[src/rtl/writeback_stage_pkg.sv]
// Shared decode types and load funct3 encodings for the writeback stage and its helpers.
package writeback_stage_pkg;

  typedef struct packed {
    logic       enable;
    logic       reg_write;
    logic [4:0] rd;
    logic       mem_read;
    logic [2:0] funct3;
  } DecodeInfo;

  localparam logic [2:0] LB  = 3'd0;
  localparam logic [2:0] LH  = 3'd1;
  localparam logic [2:0] LW  = 3'd2;
  localparam logic [2:0] LBU = 3'd4;
  localparam logic [2:0] LHU = 3'd5;

endpackage

[src/rtl/writeback_stage_load_align.sv]
// Combinational sub-word load selection with sign or zero extension.
module load_align
  import writeback_stage_pkg::*;
(
  input  logic [2:0]  funct3,
  input  logic [1:0]  addr,
  input  logic [31:0] word,
  output logic [31:0] data
);

  function automatic logic [31:0] ext8(input logic [7:0] b, input logic sgn);
    return {{24{sgn & b[7]}}, b};
  endfunction

  function automatic logic [31:0] ext16(input logic [15:0] h, input logic sgn);
    return {{16{sgn & h[15]}}, h};
  endfunction

  logic [7:0]  byte_sel;
  logic [15:0] half_sel;

  assign byte_sel = word[{addr, 3'b000} +: 8];
  assign half_sel = addr[1] ? word[31:16] : word[15:0];

  always_comb begin
    data = word;
    case (funct3)
      LB:      data = ext8(byte_sel, 1'b1);
      LBU:     data = ext8(byte_sel, 1'b0);
      LH:      data = ext16(half_sel, 1'b1);
      LHU:     data = ext16(half_sel, 1'b0);
      default: data = word;
    endcase
  end

endmodule

[src/rtl/writeback_stage.sv]
// Single-entry handshaked writeback buffer: waits for load data, aligns it and drives the register-file write port.
module writeback_stage
  import writeback_stage_pkg::*;
#(
  parameter int REG_AW = 5,
  parameter int CNT_W  = 64,
  parameter bit FWD_EN = 1'b1
) (
  input  logic              clk,
  input  logic              rst,
  input  logic              in_valid,
  output logic              in_ready,
  input  DecodeInfo         info,
  input  logic [31:0]       result_in,
  input  logic              dmem_resp_valid,
  input  logic [31:0]       dmem_resp_data,
  output logic              w_enable,
  output logic [REG_AW-1:0] w_addr,
  output logic [31:0]       w_data,
  output logic              fwd_valid,
  output logic [REG_AW-1:0] fwd_rd,
  output logic              load_pending,
  output logic [REG_AW-1:0] pending_rd,
  output logic [CNT_W-1:0]  retired
);

  typedef enum logic [1:0] {EMPTY, WAIT, READY} state_t;

  state_t      state;
  DecodeInfo   buf_info_p0;
  logic [31:0] buf_data_p0;
  logic [31:0] aligned;
  logic        accept;
  state_t      accept_state;

  assign in_ready     = (state == EMPTY) || (state == READY);
  assign accept       = in_valid && in_ready;
  assign accept_state = (info.enable && info.mem_read) ? WAIT : READY;

  // While waiting, buf_data_p0 still holds the load address
  load_align u_align (
    .funct3 (buf_info_p0.funct3),
    .addr   (buf_data_p0[1:0]),
    .word   (dmem_resp_data),
    .data   (aligned)
  );

  always_ff @(posedge clk) begin
    if (rst) begin
      state   <= EMPTY;
      retired <= '0;
    end else begin
      case (state)
        EMPTY: if (accept) state <= accept_state;
        WAIT:  if (dmem_resp_valid) state <= READY;
        READY: begin
          state <= accept ? accept_state : EMPTY;
          if (buf_info_p0.enable) retired <= retired + CNT_W'(1);
        end
        default: state <= EMPTY;
      endcase
    end
  end

  // Data buffer is unreset; every output that exposes it is gated by state
  always_ff @(posedge clk) begin
    if (accept) begin
      buf_info_p0 <= info;
      buf_data_p0 <= result_in;
    end else if (state == WAIT && dmem_resp_valid) begin
      buf_data_p0 <= aligned;
    end
  end

  assign w_enable     = (state == READY) && buf_info_p0.enable && buf_info_p0.reg_write &&
                        (buf_info_p0.rd != '0);
  assign w_addr       = (state == READY) ? buf_info_p0.rd : '0;
  assign w_data       = (state == READY) ? buf_data_p0 : '0;
  assign fwd_valid    = FWD_EN && w_enable;
  assign fwd_rd       = FWD_EN ? w_addr : '0;
  assign load_pending = (state == WAIT);
  assign pending_rd   = (state == WAIT) ? buf_info_p0.rd : '0;

endmodule

[config.mk]
export PLATFORM = sky130hd
export DESIGN_NAME = writeback_stage
export DESIGN_NICKNAME = d
export VERILOG_FILES = /design/src/rtl/writeback_stage_pkg.sv /design/src/rtl/writeback_stage_load_align.sv /design/src/rtl/writeback_stage.sv
export SDC_FILE = /design/constraint.sdc
export NUM_CORES = 1
export LEC_CHECK = 0
export ABC_AREA = 0
export CORE_ASPECT_RATIO = 0.9
export CORE_MARGIN = 3
export CORE_UTILIZATION = 45
export DETAILED_ROUTE_END_ITERATION = 10
export PLACE_DENSITY = 0.79
export SLEW_MARGIN = 20
export SYNTH_ARGS = -nofsm -noshare
export SYNTH_HDL_FRONTEND = slang
export SYNTH_HIERARCHICAL = 1
export SYNTH_SLANG_ARGS = --single-unit
[constraint.sdc]
create_clock -name clk -period 4 [get_ports clk]
set_input_delay 1.2 -clock clk [delete_from_list [all_inputs] [get_ports clk]]
set_output_delay 1.2 -clock clk [all_outputs]
set_load 0.01 [all_outputs]
After elaboration in Yosys (flattened, before gate mapping). Index checks and enable logic that the tools add are counted.

Word-level logic and storage cells: 41. Memory bits (read-only): 0. Input port bits: 79. Flip-flop bits (word level): 108. Bits in latches: 0. Output and inout port bits: 115. Bits in writable memories: 0. Memories: 0.

Divide/modulo/power cells: 0. Add/subtract/negate cells: 1. Magnitude comparators: 0. Mux-type cells: 12. Eq/ne operators: 7. Shift operators: 1. Multipliers: 0. Reduce and logical (&&, ||, !) cells: 13. Bitwise gates (word level): 0.

Operators by type and width (number): 32-bit case mux with 4 select lines (1); 32-bit two-way mux (3); 64-bit by 1-bit adder with 64-bit output, second input constant (1); 32-bit by 6-bit variable part select with 8-bit output (1); 16-bit two-way mux (1); 5-bit two-way mux (2); 2-bit two-way mux (4); 3-bit == test, second input constant (2); 1-bit logical AND (6); 2-bit case mux with 3 select lines (1); 5-bit nonzero test (1); 2-bit != test, second input constant (2); 2-bit AND reduction (2); 3-bit by 1-bit == test with 1-bit output, second input constant (1); 3-bit zero test (1); 2-bit by 1-bit == test with 1-bit output, second input constant (1); 2-bit == test, second input constant (1); 2-bit zero test (1); 2-bit nonzero test (1); 1-bit logical OR (1).

Logic depth before layout (Yosys ltp). Gate-level depths: netlist (run 1).

Depth in word-level cells: 5. Depth in mapped cells: 8.

Modules after synthesis. Netlist (run 1), hierarchy kept.

Modules (own cells, without submodules): writeback_stage (area each 5092.4 um^2, instances 1, sequential area each 2582.5 um^2, cells each 572); load_align (area each 709.4 um^2, instances 1, sequential area each 0.0 um^2, cells each 118).

Worst setup path before layout (run 1). OpenSTA, ideal clock, no wires.

Path type: input -> register. From: input dmem_resp_data[31]. To: register buf_data_p0[22], data pin. Stages: 7. Library setup time: 0.255 ns. Required time: 3.745 ns. Buffers on the path: 1. Setup slack: 1.420 ns. Data arrival time: 2.324 ns. Cell sequence: mux4_2 and3b_4 a21oi_4 buf_6 nand2_1 nand2_1 nand2_1.

Longest elaborated chain between the ends: 4. Elaborated cells on any way between the ends: 5. Classes of those cells: shift (1); mux (4).

Ends and longest elaborated chain: start, declared (RTL line writeback_stage.sv:16) `input logic [31:0] dmem_resp_data,`; 32-bit by 6-bit variable part select with 8-bit output or 16-bit two-way mux (tied branches) (RTL line writeback_stage_load_align.sv:22, writeback_stage_load_align.sv:23); 32-bit case mux with 4 select lines (*) (RTL line writeback_stage_load_align.sv:27) `case (funct3)`; net aligned[22] (RTL line writeback_stage.sv:32) `logic [31:0] aligned;`; 32-bit two-way mux (*) (RTL line writeback_stage.sv:70) `end else if (state == WAIT && dmem_resp_valid) begin`; 32-bit two-way mux (*) (RTL line writeback_stage.sv:67) `if (accept) begin`; end signal, assigned (RTL line writeback_stage.sv:69) `buf_data_p0 <= result_in;`; end signal, assigned (RTL line writeback_stage.sv:71) `buf_data_p0 <= aligned;`; end, declared (RTL line writeback_stage.sv:31) `logic [31:0] buf_data_p0;`.

Mark *: on every way through the listed nets, which the timed path passes. The rest lies on a longest branch. The select of a mux whose other input is x is not followed. A chain may end at the register's enable or synchronous reset.

Worst setup path after layout (run 1).
From: register state[1]. To: output w_data[30].

Longest elaborated chain between the ends: 2.

Ends and longest elaborated chain: start, declared (RTL line writeback_stage.sv:29) `state_t state;`; start signal, assigned (RTL line writeback_stage.sv:54) `EMPTY: if (accept) state <= accept_state;`; start signal, assigned (RTL line writeback_stage.sv:57) `state <= accept ? accept_state : EMPTY;`; 2-bit == test (RTL line writeback_stage.sv:78) `assign w_data = (state == READY) ? buf_data_p0 : '0;`; 32-bit two-way mux (RTL line writeback_stage.sv:78); end, declared (RTL line writeback_stage.sv:19) `output logic [31:0] w_data,`.

No other way between the ends.

==> results of run 1 <==
worst max-delay path, cell delays in order, from the launching register on:
cell and delay (ns):
dfxtp_1 0.38, nor2b_2 0.33, buf_4 0.36, and2_1 0.23
clkdlybuf4s50_1 0.56
registers in the layout, summed over array words and instances (netlist names):
signal       cells
buf_data_p0     32
buf_info_p0     10
retired         64
state            2
power by group through the flow:
stage                     logic (W)  registers [W]  clock network [W]
after floorplan            0.000176        0.00123                  0
after global placement     0.000332        0.00124                  0
after detailed placement   0.000337        0.00124                  0
after CTS                  0.000339        0.00122           0.000875
after global routing       0.000371        0.00122           0.000910
final                      0.000340        0.00122           0.000864
metal layers:
metal | vias to the layer above | global-route usage, % | routed length, µm
li1 | 2759 | - | -
met1 | 2730 | 33.1 | 7880
met2 | 252 | 38.8 | 8350
met3 | 17 | 4.96 | 1300
met4 | 0 | 5.13 | 211
met5 | - | 0 | 0
path summary, 6_finish.rpt:
check | cells after the start | slack [ns] | endpoint | from
max | 4 | 0.61 | w_data[30] | state[1]$_SDFFE_PP0P_
min reg2reg | 2 | 0.49 | retired[63]$_SDFFE_PP0N_ | retired[63]$_SDFFE_PP0N_
max reg2reg | 5 | 1.39 | retired[35]$_SDFFE_PP0N_ | retired[17]$_SDFFE_PP0N_
min | 2 | 0.49 | retired[63]$_SDFFE_PP0N_ | retired[63]$_SDFFE_PP0N_
cells in the final DEF, fill, tap and decap left out, types with 3 or more instances in the layout:
cell type,synthesis,layout
a21oi_1,41,41
a221o_1,4,4
a22o_1,3,3
a22oi_1,11,11
and2_1,49,49
and3_1,6,6
and4_1,7,7
buf_4,6,9
clkbuf_16,0,10
clkdlybuf4s50_1,0,192
dfxtp_1,66,66
edfxtp_1,42,42
inv_1,12,12
mux2_2,8,8
nand2_1,164,164
nand3_1,27,27
nand4_1,19,19
nand4b_1,5,5
nor2_1,46,46
nor2b_1,9,8
nor3_1,5,5
nor4_1,5,5
o21ai_0,26,26
o31ai_1,11,11
o41ai_1,3,3
or3_1,18,18
or4_1,11,11
xnor2_1,6,6
xor2_1,24,24
kinds of logic (layout without fill, tap and decap cells):
group	Yosys count	after routing	synth area share (%)
flops	108	108	44.5
xor+xnor	30	30	4.53
simple gates	379	379	32.8
mux	11	11	2.29
buf+inv	54	230	4.18
fa+ha+maj	1	1	0.216
compound gates	107	107	11.4
layout make-up:
| type | instances | area, µm² | share of cell area [%] |
|---|---|---|---|
| multi-input cells | 528 | 2980 | 36.9 |
| repair buffers | 202 | 1990 | 24.7 |
| well taps | 160 | 200 | 2.48 |
| clock buffers | 12 | 258 | 3.19 |
| clock inverters | 3 | 20.0 | 0.248 |
| flip-flops and latches | 108 | 2580 | 32.0 |
| inverters | 13 | 48.8 | 0.604 |
per-stage QoR:
stage	power, W	instance area (µm²)	worst slack (ns)	std cells	hold slack [ns]
final	0.00242	8080	0.610	1026	0.493
after global routing	0.00250	8080	0.475	1026	0.528
after CTS	0.00243	8080	0.594	1026	0.493
after detailed placement	0.00158	7800	0.726	1011	0.483
after global placement	0.00157	7800	0.816	1011	0.472
after floorplan	0.00140	5800	1.42	690	0.490
==> metrics.md, run 1 <==
| Metric | Value |
|---|---|
| Die area | roughly 14000 µm² |
| Hold Fails Final Rpt | 0 |
| Crit. End Element | output pin |
| Area of the core | 12300 µm² |
| Worst endpoint required time | roughly 2.8 ns |
| Post-Route Utilization | 65.6% |
| GRT Total Usage | between 20% and 30% |
| Critical Path Source Type | flip-flop |
| CTS tree | built |
| Max_cap viols | 0 |
| Final Cycle Share | 84.8% |
| I/O Buffers | between 150 and 200 |
| Reg clk slew, reported paths | about 0.070 ns |
| Seq pwr share | around 50% |
| Global-route wire length before repair | around 28000 µm |
| Largest net degree at the start of global routing | 55 |
| Final setup vio count | 0 |
| Initial antenna violation count | 0 |
| Initial core utilization | a little under half |
| Crit-path max FO | 33 |
| Clock Latency Late Sink | roughly 0.34 ns |
| Hold buffers post-CTS | 0 |
| ANT cells | 0 |
| Setup_tns | 0 ns |
| Part of the power in the clock network | 35.7% |
| P&R area growth vs syn | 39.3% |
| Leakage power | 2.97 nW |
| Biggest area consumer among synthesized cells | dfxtp_1 |
| Crit path DAT | 2.19 ns |
| Synth top area share | between 20% and 30% |
| Syn avg cell area | 8.41 µm² |
| H-tree depth | 3 |
| Longest Clk Path Bufs | 2 |
| Post-CTS setup buffer count | 0 |
| Die Y | about 110 µm |
| Post-detail-place hpwl | around 13000 µm |
| Most frequent cells after synthesis | 164 x nand2_1, 66 x dfxtp_1, 49 x and2_1 |
| DRT Pass-1 Iters | 5 |
| Seq/Total Area, Yosys | between 40 and 50% |
| Synthesized flop and latch total | around 110 |
| Wire per inst | about 17 µm |
| Post-synth top flop | dfxtp_1 |
| Net Sw Power | 0.000594 W |
| Worst IR Drop VDD | just over 200 µV |
| Drt initial violations | 586 |
| # fillers | between 1000 and 1500 |
| Row Count | 38 |
| Post-route DRC | 0 |
| Asr flop ratio synth | 0% |
| Tightest Pin Transition | 0.991 ns |
| CTS sink cnt | between 100 and 150 |
| Net Count, Synth | between 700 and 800 |
| Int Power | roughly 0.0018 W |
| Post-synth EDFFs | 42 |
| Fraction of layout instances using a drive strength above 1 | ~5% |
| Total congestion overflow | 0 |
| CTS buffer count | 9 |
| FMAX | just under 300 MHz |
| Top-count cell post-synth | nand2_1 |
| Final worst path period need | between 3 and 4 ns |
| Post-Syn Area | approximately 5800 µm² |
| Vias in the first global route | approximately 5500 |
| Detail Route Antenna Nets | 0 |
| Root cell of the clock tree | clkbuf_16 |
| Outcome | finished, final reports clean |
| Slew Limit Fails | 0 |
| Cell variety after synth | 47 |
| Comb power frac | 14.1% |
| Switching portion of total power | 24.6% |
| Vias per cell | about 5.6 |
| Synth area leaders | dfxtp_1 23%, edfxtp_1 22%, nand2_1 11%, and2_1 5.3%, xor2_1 3.6% |
| Mapped Cells | 690 |
| # resized after CTS | 0 |
| Slew margin rel. | between 30% and 40% |
| RSZ-0062 raised after global routing | false |
| Die width | around 130 µm |
| Final Skew | between 0.008 and 0.009 ns |
| Via count | 5758 |
| # IOs | 194 |
| GP Congestion | between 0.8 and 0.9 |
| Routed WL | around 18000 µm |
| Worst hold path class | flip-flop to flip-flop |
| Total power per unit cell area | 299 nW/µm² |
| CP Class | flip-flop to output pin |
| Nets | approximately 940 |
| Synth Warn # | 6 |
Power figures use the tool's default switching activity.
==> inputs of run 2 (changes only) <==
==> constraint.sdc (replaced) <==
create_clock -name clk -period 3.37 [get_ports clk]
set_input_delay 1.011 -clock clk [delete_from_list [all_inputs] [get_ports clk]]
set_output_delay 1.011 -clock clk [all_outputs]
set_load 0.01 [all_outputs]
==> metrics.md, run 2 (same netlist as run 1, synthesis figures left out) <==
| Metric | Value |
|---|---|
| Outcome | finished, final reports clean |
| Biggest register | retired |
| Nets | 943 |
| Via count | 5821 |
| Slew Limit Fails | 0 |
| Part of the power in the clock network | between 30 and 40% |
| Worst hold path endpoint | retired[63]$_SDFFE_PP0N_ |
| CTS buffer count | 9 |
| FF-to-FF path depth | 5 |
| Detail Route Antenna Nets | 0 |
| Reg clk slew, reported paths | ~0.07 ns |
| Final Skew | 0.00778 ns |
| Setup_tns | 0 ns |
| Post-route total power | slightly below 0.003 W |
| Hold buffers post-CTS | 0 |
| Seq pwr share | 49.4% |
| Slew margin rel. | between 50% and 60% |
| Critical path's top delay family | buffers and inverters |
| CP Class | flip-flop to output pin |
| Final worst path period need | 3.08 ns |
| Crit path buffers/inverters | 2 |
| Wire per inst | between 15 and 20 µm |
| FMAX | about 320 MHz |
| # IOs | 194 |
| Area of the core | between 10000 and 15000 µm² |
| Switching portion of total power | 24.3% |
| Tightest Pin Transition | between 0.6 and 0.7 ns |
| Worst endpoint required time | around 2.4 ns |
| WHS | 0.493 ns |
| Longest Clk Path Bufs | 2 |
| Worst hold path class | flip-flop to flip-flop |
| Fraction of layout instances using a drive strength above 1 | approximately 5.3% |
| Final setup vio count | 0 |
| H-tree depth | 3 |
| GP Congestion | between 0.9 and 1 |
| Largest net degree at the start of global routing | 35 |
| Crit path depth | 4 |
| R2r setup slk | 0.79 ns |
| Multi-input gate area | roughly 3000 µm² |
| Worst IR Drop VDD | about 250 µV |
| Comb power frac | around 14% |
| DP Worst Slack | between 0.3 and 0.4 ns |
| Critical Path Source Type | flip-flop |
| Worst path max stage delay | between 0.5 and 0.6 ns |
| Post-route DRC | 0 |
| Post-Route Utilization | between 60% and 70% |
| Die width | ~130 µm |
| Post-detail-place hpwl | 13200 µm |
| Clock Latency Late Sink | about 0.35 ns |
| Hold Fails Final Rpt | 0 |
| ANT cells | 0 |
| Die area | about 14000 µm² |
| Net Sw Power | a little over 0.0007 W |
| DRT Pass-1 Iters | 5 |
| Crit path DAT | 2.07 ns |
| # fillers | between 900 and 1000 |
| Vias per cell | 5.66 |
| Most frequent cells in the layout | 192 x clkdlybuf4s50_1, 164 x nand2_1, 66 x dfxtp_1 |
| Highest-delay cell along the critical path | clkdlybuf4s50_1 |
| CTS tree | built |
| Drt initial violations | about 630 |
| Post-CTS setup buffer count | 0 |
| Top flop regs | retired (64), buf_data_p0 (32), buf_info_p0 (10) |
| P&R area growth vs syn | 40.2% |
| Routed WL | around 17000 µm |
| Worst r2r dst | retired[35]$_SDFFE_PP0N_ |
| Initial antenna violation count | 0 |
| # resized after CTS | 0 |
| Int Power | 0.00220 W |
| Root cell of the clock tree | clkbuf_16 |
| RSZ-0062 raised after global routing | false |
| Crit-path max FO | 33 |
| Max_cap viols | 0 |
| Most common cell after layout, fill and taps aside | clkdlybuf4s50_1 |
| FF-to-FF Start | retired[7]$_SDFFE_PP0N_ |
| Initial core utilization | a little under half |
| Total power per unit cell area | around 360 nW/µm² |
| Worst-path cell chain | nor2b_2 > buf_12 > and2_1 > clkdlybuf4s50_1 |
| Final Cycle Share | between 90% and 100% |
| Die Y | 114 µm |
| Crit. End Element | output pin |
| GRT Total Usage | 24.0% |
| Vias in the first global route | between 5000 and 6000 |
| Min-Delay Path Depth | 2 |
| Leakage power | 2.98 nW |
| I/O Buffers | 193 |
| Global-route wire length before repair | between 20000 and 30000 µm |
| Area taken by flip-flops and latches | 2580 µm² |
| Row Count | 38 |
| CTS sink cnt | around 110 |
| Max reg flops | 64 |
| Hold Startpoint | retired[63]$_SDFFE_PP0N_ |
| Total congestion overflow | 0 |
| Fin worst setup slack | a little under 0.3 ns |
-- run 2: changes by cell type in the layout (fill, tap and decap cells not counted), sizes merged --
cell / change
clkinvlp: +3
bufinv: +1
clkbuf: -3
buf: +1
-- run 2: cell type report --
cell class,count,area share (%)
multi-input combinational,528,36.6
sequential,108,31.7
timing repair buffer,203,24.9
clock buffer,9,2.77
tap,160,2.46
clock inverter,7,0.907
inverter,13,0.600
-- run 2: power groups by stage --
stage / registers, W / clock network, W / logic, W
6_report: 0.00144 / 0.00106 / 0.000410
4_1_cts: 0.00144 / 0.00109 / 0.000407
3_3_place_gp: 0.00147 / 0 / 0.000402
2_1_floorplan: 0.00146 / 0 / 0.000209
5_1_grt: 0.00145 / 0.00114 / 0.000446
3_5_place_dp: 0.00147 / 0 / 0.000405
-- run 2: layer usage --
metal | wire length [µm] | GRT usage (%) | up-vias
met5 | 0 | 0 | -
met4 | 281 | 7.08 | 0
met3 | 1460 | 5.20 | 26
met2 | 8160 | 38.9 | 282
met1 | 7450 | 32.6 | 2757
li1 | - | - | 2756
-- run 2: how the worst max path moves through the flow --
| stage | from | end | slack (ns) |
|---|---|---|---|
| 2_1_floorplan | dmem_resp_data[31] | buf_data_p0[22]$_DFFE_PP_ | 0.98 |
| 4_1_cts | state[1]$_SDFFE_PP0P_ | w_data[28] | 0.27 |
| 5_1_grt | state[1]$_SDFFE_PP0P_ | w_data[28] | 0.19 |
| 3_3_place_gp | dmem_resp_data[31] | buf_data_p0[22]$_DFFE_PP_ | 0.37 |
| 6_report | state[1]$_SDFFE_PP0P_ | w_data[28] | 0.29 |
| 3_5_place_dp | dmem_resp_data[31] | buf_data_p0[17]$_DFFE_PP_ | 0.31 |
-- run 2: tightest hold or removal path, cell delays in order, from the launching register on --
cell and delay (ns):
dfxtp_1 0.33, o41ai_1 0.06, a21oi_1 0.05
-- run 2: through the flow --
stage	instance area, µm²	instances
6_report	8140	1028
5_1_grt	8140	1028
4_1_cts	8140	1028
3_5_place_dp	7840	1012
3_3_place_gp	7840	1012
2_1_floorplan	5800	690
